[src/rtl/sv32_mem_responder_pkg.sv]
// Shared definitions for the sv32 physical-bus memory responder:
// FSM encodings, physical address width and the bus error code.
package sv32_mem_responder_pkg;

  localparam int PADDR_W = 34;
  localparam int CTR_W   = 4;

  // Value driven on bus_error when an access misses the RAM window
  localparam logic BUS_ERR_OUT_OF_WINDOW = 1'b1;

  typedef enum logic [2:0] {
    ST_IDLE,
    ST_WAIT,
    ST_ACCESS,
    ST_RDWAIT,
    ST_RESP
  } mem_state_e;

endpackage

[src/rtl/sv32_mem_wait_ctr.sv]
// Loadable down-counter with a terminal-count flag; shared by the
// wait-state and read-latency phases of the responder.
module sv32_mem_wait_ctr
  import sv32_mem_responder_pkg::*;
(
  input  logic             clk,
  input  logic             reset,
  input  logic             load,
  input  logic [CTR_W-1:0] load_val,
  input  logic             dec,
  output logic             done
);

  logic [CTR_W-1:0] cnt;

  always_ff @(posedge clk) begin
    if (reset) begin
      cnt <= '0;
    end else if (load) begin
      cnt <= load_val;
    end else if (dec && (cnt != '0)) begin
      cnt <= cnt - 1'b1;
    end
  end

  assign done = (cnt == '0);

endmodule

[src/rtl/sv32_mem_responder.sv]
// Memory-side target for the sv32 MMU physical bus: window decode, wait
// states, single-port block RAM with byte enables, access counters.
//
//   state  | meaning
//   IDLE   | waiting for a request; ignores the cycle right after mem_ready
//   WAIT   | programmable wait states before the RAM access
//   ACCESS | one-cycle RAM enable (write commits here)
//   RDWAIT | waiting out the RAM read latency
//   RESP   | one-cycle mem_ready pulse, counters update
module sv32_mem_responder
  import sv32_mem_responder_pkg::*;
#(
  parameter logic [PADDR_W-1:0] RAM_BASE    = '0,
  parameter int                 RAM_AW      = 16,
  parameter int                 WAIT_CYCLES = 0,
  parameter int                 RD_LATENCY  = 1
) (
  input  logic               clk,
  input  logic               reset,
  input  logic               mem_valid,
  output logic               mem_ready,
  input  logic [3:0]         mem_wstrb,
  input  logic [PADDR_W-1:0] mem_addr,
  input  logic [31:0]        mem_wdata,
  output logic [31:0]        mem_rdata,
  output logic               bus_error,
  output logic               ram_en,
  output logic [3:0]         ram_we,
  output logic [RAM_AW-1:0]  ram_addr,
  output logic [31:0]        ram_wdata,
  input  logic [31:0]        ram_rdata,
  output logic [31:0]        rd_count,
  output logic [31:0]        wr_count
);

  localparam int                 CMP_W    = PADDR_W + 1;
  localparam logic [CMP_W-1:0]   WIN_LO   = {1'b0, RAM_BASE};
  localparam logic [CMP_W-1:0]   WIN_HI   = WIN_LO + (CMP_W'(4) << RAM_AW);
  localparam logic [CTR_W-1:0]   WAIT_LD  = (WAIT_CYCLES > 0) ? CTR_W'(WAIT_CYCLES - 1) : '0;
  localparam logic [CTR_W-1:0]   RD_LD    = CTR_W'(RD_LATENCY - 1);

  mem_state_e       state_q, state_d;
  logic             resp_q;
  logic [3:0]       wstrb_q;
  logic             in_window_q;
  logic             in_window_c;
  logic             accept;
  logic             ctr_load, ctr_dec, ctr_done;
  logic [CTR_W-1:0] ctr_val;

  // One spare bit keeps the upper bound from overflowing at the top of the space
  assign in_window_c = ({1'b0, mem_addr} >= WIN_LO) && ({1'b0, mem_addr} < WIN_HI);
  assign accept      = (state_q == ST_IDLE) && mem_valid && !resp_q;

  sv32_mem_wait_ctr u_wait_ctr (
    .clk      (clk),
    .reset    (reset),
    .load     (ctr_load),
    .load_val (ctr_val),
    .dec      (ctr_dec),
    .done     (ctr_done)
  );

  always_comb begin
    state_d   = state_q;
    ctr_load  = 1'b0;
    ctr_val   = '0;
    ctr_dec   = 1'b0;
    mem_ready = 1'b0;
    bus_error = 1'b0;
    ram_en    = 1'b0;
    ram_we    = 4'b0000;
    case (state_q)
      ST_IDLE: begin
        if (accept) begin
          ctr_load = 1'b1;
          ctr_val  = WAIT_LD;
          if (!in_window_c)         state_d = ST_RESP;
          else if (WAIT_CYCLES > 0) state_d = ST_WAIT;
          else                      state_d = ST_ACCESS;
        end
      end
      ST_WAIT: begin
        if (ctr_done) state_d = ST_ACCESS;
        else          ctr_dec = 1'b1;
      end
      ST_ACCESS: begin
        ram_en = 1'b1;
        ram_we = wstrb_q;
        if (wstrb_q != 4'b0000) begin
          state_d = ST_RESP;
        end else begin
          state_d  = ST_RDWAIT;
          ctr_load = 1'b1;
          ctr_val  = RD_LD;
        end
      end
      ST_RDWAIT: begin
        if (ctr_done) state_d = ST_RESP;
        else          ctr_dec = 1'b1;
      end
      ST_RESP: begin
        mem_ready = 1'b1;
        bus_error = in_window_q ? 1'b0 : BUS_ERR_OUT_OF_WINDOW;
        state_d   = ST_IDLE;
      end
      default: state_d = ST_IDLE;
    endcase
  end

  always_ff @(posedge clk) begin
    if (reset) begin
      state_q     <= ST_IDLE;
      resp_q      <= 1'b0;
      wstrb_q     <= 4'b0000;
      in_window_q <= 1'b0;
      ram_addr    <= '0;
      ram_wdata   <= '0;
      mem_rdata   <= '0;
      rd_count    <= '0;
      wr_count    <= '0;
    end else begin
      state_q <= state_d;
      resp_q  <= (state_q == ST_RESP);
      if (accept) begin
        wstrb_q     <= mem_wstrb;
        ram_wdata   <= mem_wdata;
        ram_addr    <= RAM_AW'((mem_addr - RAM_BASE) >> 2);
        in_window_q <= in_window_c;
        mem_rdata   <= '0;
      end
      if ((state_q == ST_RDWAIT) && ctr_done) begin
        mem_rdata <= ram_rdata;
      end
      if ((state_q == ST_RESP) && in_window_q) begin
        if (wstrb_q != 4'b0000) wr_count <= wr_count + 1'b1;
        else                    rd_count <= rd_count + 1'b1;
      end
    end
  end

endmodule

[config.mk]
export PLATFORM = sky130hd
export DESIGN_NAME = sv32_mem_responder
export DESIGN_NICKNAME = d
export VERILOG_FILES = /design/src/rtl/sv32_mem_responder_pkg.sv /design/src/rtl/sv32_mem_wait_ctr.sv /design/src/rtl/sv32_mem_responder.sv
export SDC_FILE = /design/constraint.sdc
export NUM_CORES = 1
export LEC_CHECK = 0
export ABC_AREA = 1
export CAP_MARGIN = 0
export CORE_ASPECT_RATIO = 0.75
export CORE_MARGIN = 2
export CORE_UTILIZATION = 45
export DETAILED_ROUTE_END_ITERATION = 12
export PLACE_DENSITY = 0.83
export SLEW_MARGIN = 20
export SYNTH_ARGS = -nofsm -noshare
export SYNTH_HDL_FRONTEND = slang
export SYNTH_SLANG_ARGS = --single-unit
[constraint.sdc]
create_clock -name clk -period 2.9 [get_ports clk]
set_input_delay 0.58 -clock clk [delete_from_list [all_inputs] [get_ports clk]]
set_output_delay 0.58 -clock clk [all_outputs]
set_load 0.01 [all_outputs]
# Word level (Yosys, flattened, before mapping)
# Index checks and enable logic that the tools add are counted.
# Widths: inputs -> output; s select.
dict set report word_totals {
  n_memories 0
  mem_bits_rw 0
  latchBits 0
  mem_bits_ro 0
  reg_bits 157
  output_inout_bits 151
}
dict set report op_classes {
  n_addsub 3
  mux 18
  reduce_logical 16
  div 0
  n_bitwise 1
  n_shift 0
  eq_ne 7
  mul 0
  order_cmp 1
}
# op n
set op_table {}
lappend op_table {{$add 32x1->32 const B} 2}
lappend op_table {{$mux 32} 2}
lappend op_table {{$lt 34x19->1 const B} 1}
lappend op_table {{$mux 3} 5}
lappend op_table {{$pmux 3 s4} 1}
lappend op_table {{$mux 1} 8}
lappend op_table {{$reduce_bool 4->1} 2}
lappend op_table {{$eq 3x2->1 const B} 2}
lappend op_table {{$ne 2x2->1 const B} 3}
lappend op_table {{$logic_and 1x1->1} 5}
lappend op_table {{$logic_not 4->1} 1}
lappend op_table {{$mux 4} 1}
lappend op_table {{$reduce_and 2->1} 2}
lappend op_table {{$reduce_or 2->1} 2}
lappend op_table {{$sub 4x1->4 const B} 1}
lappend op_table {{$eq 3x1->1 const B} 1}
lappend op_table {{$eq 3x3->1 const B} 1}
lappend op_table {{$logic_not 3->1} 1}
lappend op_table {{$reduce_and 3->1} 1}
lappend op_table {{$pmux 1 s2} 1}
lappend op_table {{$reduce_bool 2->1} 1}
lappend op_table {{$logic_not 1->1} 1}
lappend op_table {{$not 1->1} 1}

# Logic depth before layout (Yosys ltp)
dict set report logic_depth {
  depth_word 6
  depth_mapped 9
}

# Cells and area by module
# A second synthesis with hierarchy kept.
dict set report hier_totals {
  cells_unflattened 1056
  hier_area_um2 7215.7
}
# module area_each_um2 n_inst cells_each
set modules_own_cells {}
lappend modules_own_cells {sv32_mem_responder 6941.7 1 1015}
lappend modules_own_cells {sv32_mem_wait_ctr 274.0 1 41}

# Worst setup path after synthesis
# OpenSTA, ideal clock, no wires.
dict set report synth_timing {
  path_type {reg2reg}
  start {register u_wait_ctr.cnt[1]}
  end {register u_wait_ctr.cnt[3]}
  path_stages_with_launch 10
  required_time_ns 2.783
  setup_slack_ns 1.302
  period_less_slack_ns 1.598
  n_path_buf 0
  arrival_time_ns 1.481
  cell_sequence {dfxtp_1 inv_1 ha_1 inv_1 o31ai_1 nor2_1 nand3_1 nand2_1 nand2_1 nor2_1}
}
dict set report synth_via {
  elab_chain_len 4
}
# element line
set synth_lines {}
lappend synth_lines {{from (decl)} sv32_mem_wait_ctr.sv:14} ;# logic [CTR_W-1:0] cnt;
lappend synth_lines {{from (signal assigned)} sv32_mem_wait_ctr.sv:20} ;# cnt <= load_val;
lappend synth_lines {{from (signal assigned)} sv32_mem_wait_ctr.sv:22} ;# cnt <= cnt - 1'b1;
lappend synth_lines {{$logic_not 4->1} sv32_mem_wait_ctr.sv:26} ;# assign done = (cnt == '0);
lappend synth_lines {{$mux 1} {sv32_mem_responder.sv:84, sv32_mem_responder.sv:99}}
lappend synth_lines {{$mux 1} --}
lappend synth_lines {{$logic_and 1x1->1} sv32_mem_wait_ctr.sv:21} ;# end else if (dec && (cnt != '0)) begin
# Parallel ways exist; a longest one is shown, timed or not.
# A chain may end at the register's enable or synchronous reset.

# Worst setup path after layout
dict set report layout_timing {
  start {register state_q[0]}
  end {output ram_we[0]}
}
dict set report layout_via {
  elab_chain_len 2
}
# element line
set layout_lines {}
lappend layout_lines {{from (decl)} sv32_mem_responder.sv:42} ;# mem_state_e state_q, state_d;
lappend layout_lines {{from (signal assigned)} sv32_mem_responder.sv:123} ;# state_q <= state_d;
lappend layout_lines {{$eq 3x2->1} sv32_mem_responder.sv:73} ;# case (state_q)
lappend layout_lines {{$mux 4} sv32_mem_responder.sv:73}
lappend layout_lines {{to (decl)} sv32_mem_responder.sv:28} ;# output logic [3:0] ram_we,
# Every way passes these cells.

==> results.cfg <==
[status]
status = complete, no violations

[worst_setup_path]
path_buf_inv = 2
cp_cell_sequence = inv_1 > nand3_1 > nor2_1 > clkdlybuf4s50_1
max_stage_delay_ns = 0.57
cp.required_ns = 2.32
critPathTopFamily = buffers and inverters
crit_fanout = 6
crit_type = reg -> out
cp-end-kind = output pin
startpoint_type = register
crit_arrival_ns = 1.97
slowest_stage = clkdlybuf4s50_1

[cells_and_area]
drive_gt1_frac = 0.05363
fillers = 1330
final_common_cell = clkdlybuf4s50_1
layout_common_cells = 252 x clkdlybuf4s50_1, 235 x nor2_1, 162 x nand2_1
diodes = 0
syn2layout_area_growth_pct = 47.26
final_nets = 1363

[route]
vias = 7514
drt-total-wl_um = 20940
drc = 0
ant_nets = 0
dr.first_iter.drc_count = 553
wl_per_cell_um = 14.22
viasPerCell = 5.101
firstDrtPassIters = 7

[clock_network]
clock_sinks = 157
post_cts_buffers = 0
cts_tree = yes
cts.hold.buffers_added = 0
cts-root-buf = clkbuf_16
cts-resized-gates = 0
clkTransAtPathRegs_ns = 0.06
numCtsBuffers = 17
cts_buffer_depth = 2
clkLatencyLatePin_ns = 0.43
htree_levels = 4

[sta]
hold_violations = 0
min_period_ns = 2.550
setup_viol = 0
holdWs_ns = 0.4646
finalSetupTns_ns = 0
fmax_ghz = 0.3921
fin_crit_sh = 0.8794
maxSlewViolCount = 0
fin_worst_skew_ns = 0.009916
tightest_slew_ns = 1.097
slew_headroom = 0.2667
grt_setup_unrepaired = no

[pwr]
p_per_area_mw_per_mm2 = 512.7
vdd_drop_max_uv = 410.0
leakage_nw = 3.832

[grt]
grt_pass1_wl_um = 33460
grt_max_degree = 62
grt-ovfl-total = 0
first_global_vias = 6757
antenna_found_initial = 0
grt.total_usage = 0.2475

[run]
cap_violations = 0

[synthesis]
yosysUniqueCellTypes = 37
yosys_warnings = 0
postSynthCellCount = 1017
syn_avg_cell_area_um2 = 6.938
yosysSeqAreaShare = 0.4455
yosys_most_used_dff = dfxtp_1
synthesis.nets = 1125
synth_edf_count = 0
syn-cell-area_mm2 = 0.007056
synth_async_sr_flop_share = 0
synth-seq-cells = 157

[place]
portBuffers = 253
gp_congestion = 0.8922
dp_hpwl_um = 15000

[floorplanning]
start_util = 0.4619
die_h_um = 112.4
dieArea_mm2 = 0.01671
coreArea_mm2 = 0.01527
rows = 39
dieWidth_um = 148.6
io_pins = 256

[min_path]
hp-class = reg -> reg
cell usage after synthesis (all sizes together), types with 5 or more instances:
cell      n  area [um2]
xor2      5       43.79
nor2    247       990.9
o21ai    71       355.3
dfxtp   157        3143
inv      87       326.6
nor3     15       96.35
a21oi    74       370.4
clkbuf   24       90.09
xnor2     5       43.79
nand4    21       131.4
nand3   116       613.1
buf      17       91.34
nand2   164       625.6
routing by layer:
layer / GRT usage / vias to the layer above / part of all wire
met5: 0 / - / 0
met1: 0.3228 / 3417 / 0.45
met2: 0.3975 / 283 / 0.45
li1: - / 3783 / -
met4: 0.07619 / 0 / 0.018
met3: 0.07317 / 31 / 0.087
sequential cells by signal (all words and copies together), names as in the netlist:
signal,count
in_window_q,1
mem_rdata,32
ram_addr,16
ram_wdata,32
rd_count,32
resp_q,1
state_q,3
u_wait_ctr.cnt,4
wr_count,32
wstrb_q,4
path summary, 6_finish.rpt:
kind	start	end	slack [ns]	cells past startpoint
max reg2reg	u_wait_ctr.cnt[1]	mem_rdata[2]	0.87	7
min	u_wait_ctr.cnt[1]	u_wait_ctr.cnt[1]	0.46	2
min reg2reg	u_wait_ctr.cnt[1]	u_wait_ctr.cnt[1]	0.46	2
max	state_q[0]	ram_we[0]	0.35	4
layout make-up:
class	count	area, um2	share of cell area
flip-flops and latches	157	3143	0.3025
inverters	87	326.6	0.03143
well taps	205	256.5	0.02469
multi-input cells	732	3416	0.3288
clock buffers	19	442.9	0.04263
repair buffers	260	2618	0.2519
clock inverters	13	187.7	0.01806
stage by stage:
step | util | instance area, um2 | worst slack (ns) | power, W | instances
3_5_place_dp | 0.6390 | 9759 | 0.6261 | 0.002992 | 1441
5_1_grt | 0.6803 | 10390 | 0.2475 | 0.005536 | 1473
2_1_floorplan | - | 7056 | 1.302 | 0.002623 | 1017
6_report | 0.6803 | 10390 | 0.3498 | 0.005327 | 1473
4_1_cts | 0.6803 | 10390 | 0.3266 | 0.005367 | 1473
3_3_place_gp | 0.6390 | 9759 | 0.6379 | 0.002979 | 1441
cells by family after synthesis:
family / synth area share
simple gates: 0.3572
xor+xnor: 0.01241
flops: 0.4455
buf+inv: 0.07200
fa+ha+maj: 0.005321
compound gates: 0.1076
power by group:
part / internal (W) / total [W] / leakage [nW] / switching, W
Clock: 0.00147 / 0.00238 / 0.300 / 0.000914
Combinational: 0.000342 / 0.000648 / 2.25 / 0.000306
Sequential: 0.00225 / 0.00230 / 1.28 / 0.0000509
worst register-to-register path, stage by stage, from the launching register on:
cell,delay [ns]
dfxtp_1,0.31
inv_1,0.08
ha_1,0.19
inv_1,0.09
nor3_2,0.14
nand2_1,0.65
nand3_1,0.33
a21oi_1,0.10
Note: power is estimated with default switching activity, not from simulation.
==> variant 1, RTL diff (same flow settings) <==
Register the output `wr_count` once more, cleared by the reset; this adds one clock of latency there. The other outputs are not delayed to match.
--- a/src/rtl/sv32_mem_responder.sv
+++ b/src/rtl/sv32_mem_responder.sv
@@ -39,4 +39,6 @@
   localparam logic [CTR_W-1:0]   WAIT_LD  = (WAIT_CYCLES > 0) ? CTR_W'(WAIT_CYCLES - 1) : '0;
   localparam logic [CTR_W-1:0]   RD_LD    = CTR_W'(RD_LATENCY - 1);
+
+  logic [31:0] wr_count_s0;
 
   mem_state_e       state_q, state_d;
@@ -119,5 +121,5 @@
       mem_rdata   <= '0;
       rd_count    <= '0;
-      wr_count    <= '0;
+      wr_count_s0 <= '0;
     end else begin
       state_q <= state_d;
@@ -134,5 +136,5 @@
       end
       if ((state_q == ST_RESP) && in_window_q) begin
-        if (wstrb_q != 4'b0000) wr_count <= wr_count + 1'b1;
+        if (wstrb_q != 4'b0000) wr_count_s0 <= wr_count_s0 + 1'b1;
         else                    rd_count <= rd_count + 1'b1;
       end
@@ -140,4 +142,12 @@
   end
 
+  always_ff @(posedge clk) begin
+    if (reset) begin
+      wr_count <= '0;
+    end else begin
+      wr_count <= wr_count_s0;
+    end
+  end
+
 endmodule
 
Formal check against the unedited RTL: not equivalent (a bounded check fails within 4 cycles, from zero or initial values and one cycle with reset high).
==> variant 1 against the unedited design <==
- power increased by 8.1%
- routed wire length increased by 2.2%
- non-clock buffer count increased by 4
- die area increased by 11%
- critical path depth unchanged
- final area increased by 7.7%
- synthesized area increased by 11%
- worst setup slack improved by 20 ps
- sequential cell count increased by 32
- critical path type unchanged
==> variant 1: results (changes against the unedited design) <==
| Metric | Value |
|---|---|
| Peak supply drop | `0.372 mV (-9.2%)` |
| Setup crit end | `ram_we[1]` |
| Adder-Cell Fraction of Synth Area | `0.00477 (-0.000546)` |
| Grt met1 use | `0.300 (-0.0227)` |
| DRT iter0 DRCs | `649 (+17%)` |
| Number of cells on the worst reg-to-reg path | `8 (+1)` |
| Area contributors post-synth | `dfxtp_1 (48%), nor2_1 (13%), nand2_1 (7.8%), nand3_1 (6.6%), a21oi_1 (4.8%)` |
| Status | `completed` |
| Routed Wire Length | `21400 µm (+2.2%)` |
| Sequential fraction of the synthesis area | `0.481 (+0.0358)` |
| R2R setup slack | `970 ps (+100 ps)` |
| Final GP Congestion | `0.926 (+3.8%)` |
| Reg-to-reg startpoint | `state_q[1]` |
| R2R Path End | `wr_count_s0[26]` |
| GR Util met2 | `0.355 (-0.0426)` |
| Peak Freq | `0.395 GHz (+0.80%)` |
| Post-DP HPWL | `15400 µm (+2.5%)` |
| Leak | `4.11 nW (+7.3%)` |
| Slew headroom | `0.365 (+0.0979)` |
| Post-synth top cells | `nor2_1 (263), dfxtp_1 (189), nand2_1 (163), nand3_1 (104), inv_1 (96)` |
| Number of global-route vias before repair | `7085 (+4.9%)` |
| Synth Area in Compound Gates | `0.0979 (-0.00978)` |
| Xor/xnor share of the synthesized area | `0.00891 (-0.00350)` |
| Total track usage | `0.229 (-0.0186)` |
| Layout net count | `1440 (+5.6%)` |
| First-pass GRT wire length | `34500 µm (+3.1%)` |
| Pin count of the biggest net entering global routing | `90 (+45%)` |
| Crit path DAT | `1950 ps (-20 ps)` |
==> variant 1: power breakdown <==
group	internal (mW)	switching (mW)
clock network	1.36	1.02
logic	0.340	0.312
registers	2.68	0.0476
==> variant 1: cell type report <==
type	instances	area (µm²)
clock buffer	18	429
timing repair buffer	264	2640
inverter	99	372
multi-input combinational	761	3510
sequential	189	3780
clock inverter	12	161
fill	1441	5790
tap	236	295
==> variant 1: how the worst min path moves through the flow <==
stage | startpoint | end | slack [ps] | depth (start not counted)
after global routing | wr_count_s0[31] | wr_count[31] | 490 | 2
after floorplan | wr_count_s0[30] | wr_count[30] | 430 | 2
after detailed placement | wr_count_s0[31] | wr_count[31] | 460 | 2
after global placement | wr_count_s0[31] | wr_count[31] | 450 | 2
final | wr_count_s0[31] | wr_count[31] | 460 | 2
after CTS | wr_count_s0[31] | wr_count[31] | 470 | 2
==> variant 1: worst max-delay path, cell delays in order, from the launching register on <==
cell and delay, ps:
dfxtp_1 360, inv_1 150, nand3_1 240, nor2_1 180, clkdlybuf4s50_1 590
==> variant 1: kinds of logic (layout without fill, tap and decap cells) <==
group,Yosys count,after routing
AO/OA/AOI/OAI,152,152
flip-flops,189,189
buffers and inverters,145,393
adder cells (fa/ha/maj),3,3
AND/OR/NAND/NOR,598,598
XOR/XNOR,8,8
==> variant 1: per-layer routing <==
metal / share of wire / vias to the layer above
li1: - / 4006
met1: 0.43 / 3564
met2: 0.45 / 294
met3: 0.092 / 35
met4: 0.021 / 0
met5: 0 / -
==> variant 1: per-stage QoR <==
step / std cells / area [µm²] / hold slack, ps / utilization
after floorplan: 1095 / 7860 / 430 / -
after global placement: 1549 / 10600 / 453 / 0.624
after detailed placement: 1549 / 10600 / 464 / 0.624
after CTS: 1579 / 11200 / 470 / 0.659
after global routing: 1579 / 11200 / 491 / 0.659
final: 1579 / 11200 / 461 / 0.659
==> variant 2, RTL diff (same settings) <==
Without the edit above. `CTR_W`: 4 -> 5.
--- a/src/rtl/sv32_mem_responder_pkg.sv
+++ b/src/rtl/sv32_mem_responder_pkg.sv
@@ -4,5 +4,5 @@
 
   localparam int PADDR_W = 34;
-  localparam int CTR_W   = 4;
+  localparam int CTR_W   = 5;
 
   // Value driven on bus_error when an access misses the RAM window
Behaviour: no difference found for any inputs over 10 cycles, from zero or initial values and one cycle with reset high; that may be too few to reach the edited logic, so the function may still have changed.
==> variant 2 against the unedited design <==
- count of clock-buffer cells in the layout up 1
- fmax up 7.9%
- cell count up 1.8%
- critical path type unchanged
- core utilization about the same
- register-to-register slack better by 120 ps
- final area up 1.0%
- non-clock buffer count up 3
- combinational power down 9.6%
- sequential cell count up 1
- routed wire length up 5.0%
- worst setup slack better by 190 ps
- clock skew up 3.3 ps
- largest cell class unchanged
- power down 0.31%
- synthesized area up 1.7%
==> variant 2: results (changes against the unedited design) <==
| Metric | Value |
|---|---|
| Status | `completed` |
| Mapped Nets | `1152 (+2.4%)` |
| Worst Clk Skew | `13.2 ps (+3.28 ps)` |
| Share of post-route cells with drive strength above 1 | `0.0510 (-0.00262)` |
| Synth Area in Compound Gates | `0.106 (-0.00166)` |
| Leak | `3.84 nW (+0.25%)` |
| M1 WL | `9320 µm (about the same)` |
| Slew headroom | `0.536 (+0.270)` |
| Met3 WL | `1890 µm (+3.6%)` |
| Sequential fraction of the synthesis area | `0.441 (-0.00482)` |
| Routed Wire Length | `22000 µm (+5.0%)` |
| Total track usage | `0.261 (+0.0133)` |
| Post_cts resized | `0 (unchanged)` |
| Syn Area/Cell | `6.88 µm² (-0.89%)` |
| Antenna diodes | `0 (unchanged)` |
| Number of global-route vias before repair | `7257 (+7.4%)` |
| Area contributors post-synth | `dfxtp_1 (44%), nor2_1 (13%), nand2_1 (8.7%), nand3_1 (5.6%), a21oi_1 (5.0%)` |
| Crit path DAT | `1780 ps (-190 ps)` |
| WL met2 | `10200 µm (+8.7%)` |
| Synth cell types | `33 (-11%)` |
| Fillcell total | `1334 (+0.30%)` |
| Max stage delay on crit path | `590 ps (+20 ps)` |
| DRT iter0 DRCs | `514 (-7.1%)` |
| Vias per cell | `5.14 (+0.84%)` |
| Pin count of the biggest net entering global routing | `61 (-1.6%)` |
| Finished Layout Cells | `1499 (+1.8%)` |
| Peak supply drop | `0.357 mV (-13%)` |
| Adder-Cell Fraction of Synth Area | `0.00523 (-0.0000909)` |
| Xor/xnor share of the synthesized area | `0.0146 (+0.00223)` |
| Post-synth top cells | `nor2_1 (245), nand2_1 (167), dfxtp_1 (158), inv_1 (88), nand3_1 (80)` |
| Layout net count | `1389 (+1.9%)` |
| First-pass GRT wire length | `35500 µm (+6.2%)` |
| HP Class | `primary input to flip-flop` |
| Final GP Congestion | `0.868 (-2.7%)` |
## variant 2: cell families (layout without fill, tap and decap cells)
group / after synthesis / in the layout
buf+inv: 140 / 390
flops: 158 / 158
xor+xnor: 12 / 12
fa+ha+maj: 3 / 3
simple gates: 581 / 581
compound gates: 150 / 150
## variant 2: path summary, 6_finish.rpt
path                startpoint      endpoint  slack, ps  depth (start not counted)
max                 state_q[2]     ram_we[1]        540                          4
min                      reset    wstrb_q[3]        450                          4
max reg2reg  u_wait_ctr.cnt[0]    state_q[1]        990                         10
min reg2reg       ram_addr[15]  ram_addr[15]        480                          2
## variant 2: stage by stage
step	setup slack, ps	util
2_1_floorplan	1330	-
6_report	536	0.681
3_3_place_gp	795	0.639
3_5_place_dp	798	0.639
4_1_cts	540	0.681
5_1_grt	471	0.681
## variant 2: final cells by class
type	count	area share
multi-input cells	746	0.330
flip-flops and latches	158	0.301
repair buffers	263	0.249
clock buffers	20	0.0435
inverters	95	0.0340
well taps	205	0.0244
clock inverters	12	0.0175
## variant 2: metal layers
metal | track usage | vias to the layer above
li1 | - | 3886
met1 | 0.323 | 3492
met2 | 0.426 | 294
met3 | 0.0836 | 39
met4 | 0.0975 | 0
met5 | 0 | -
## variant 2: worst register-to-register path: cells and delay by family (launching register included)
kind | cells | cell delay, ps
AO/OA/AOI/OAI | 2 | 250
AND/OR/NAND/NOR | 4 | 880
buffers and inverters | 3 | 230
adder cells (fa/ha/maj) | 1 | 170
flip-flops | 1 | 320
## variant 2: report_power, final
part / leakage [nW] / internal, mW / total [mW] / switching (mW)
Sequential: 1.28 / 2.25 / 2.29 / 0.0408
Combinational: 2.26 / 0.306 / 0.586 / 0.280
Clock: 0.301 / 1.50 / 2.44 / 0.941
Total: 3.84 / 4.05 / 5.31 / 1.26
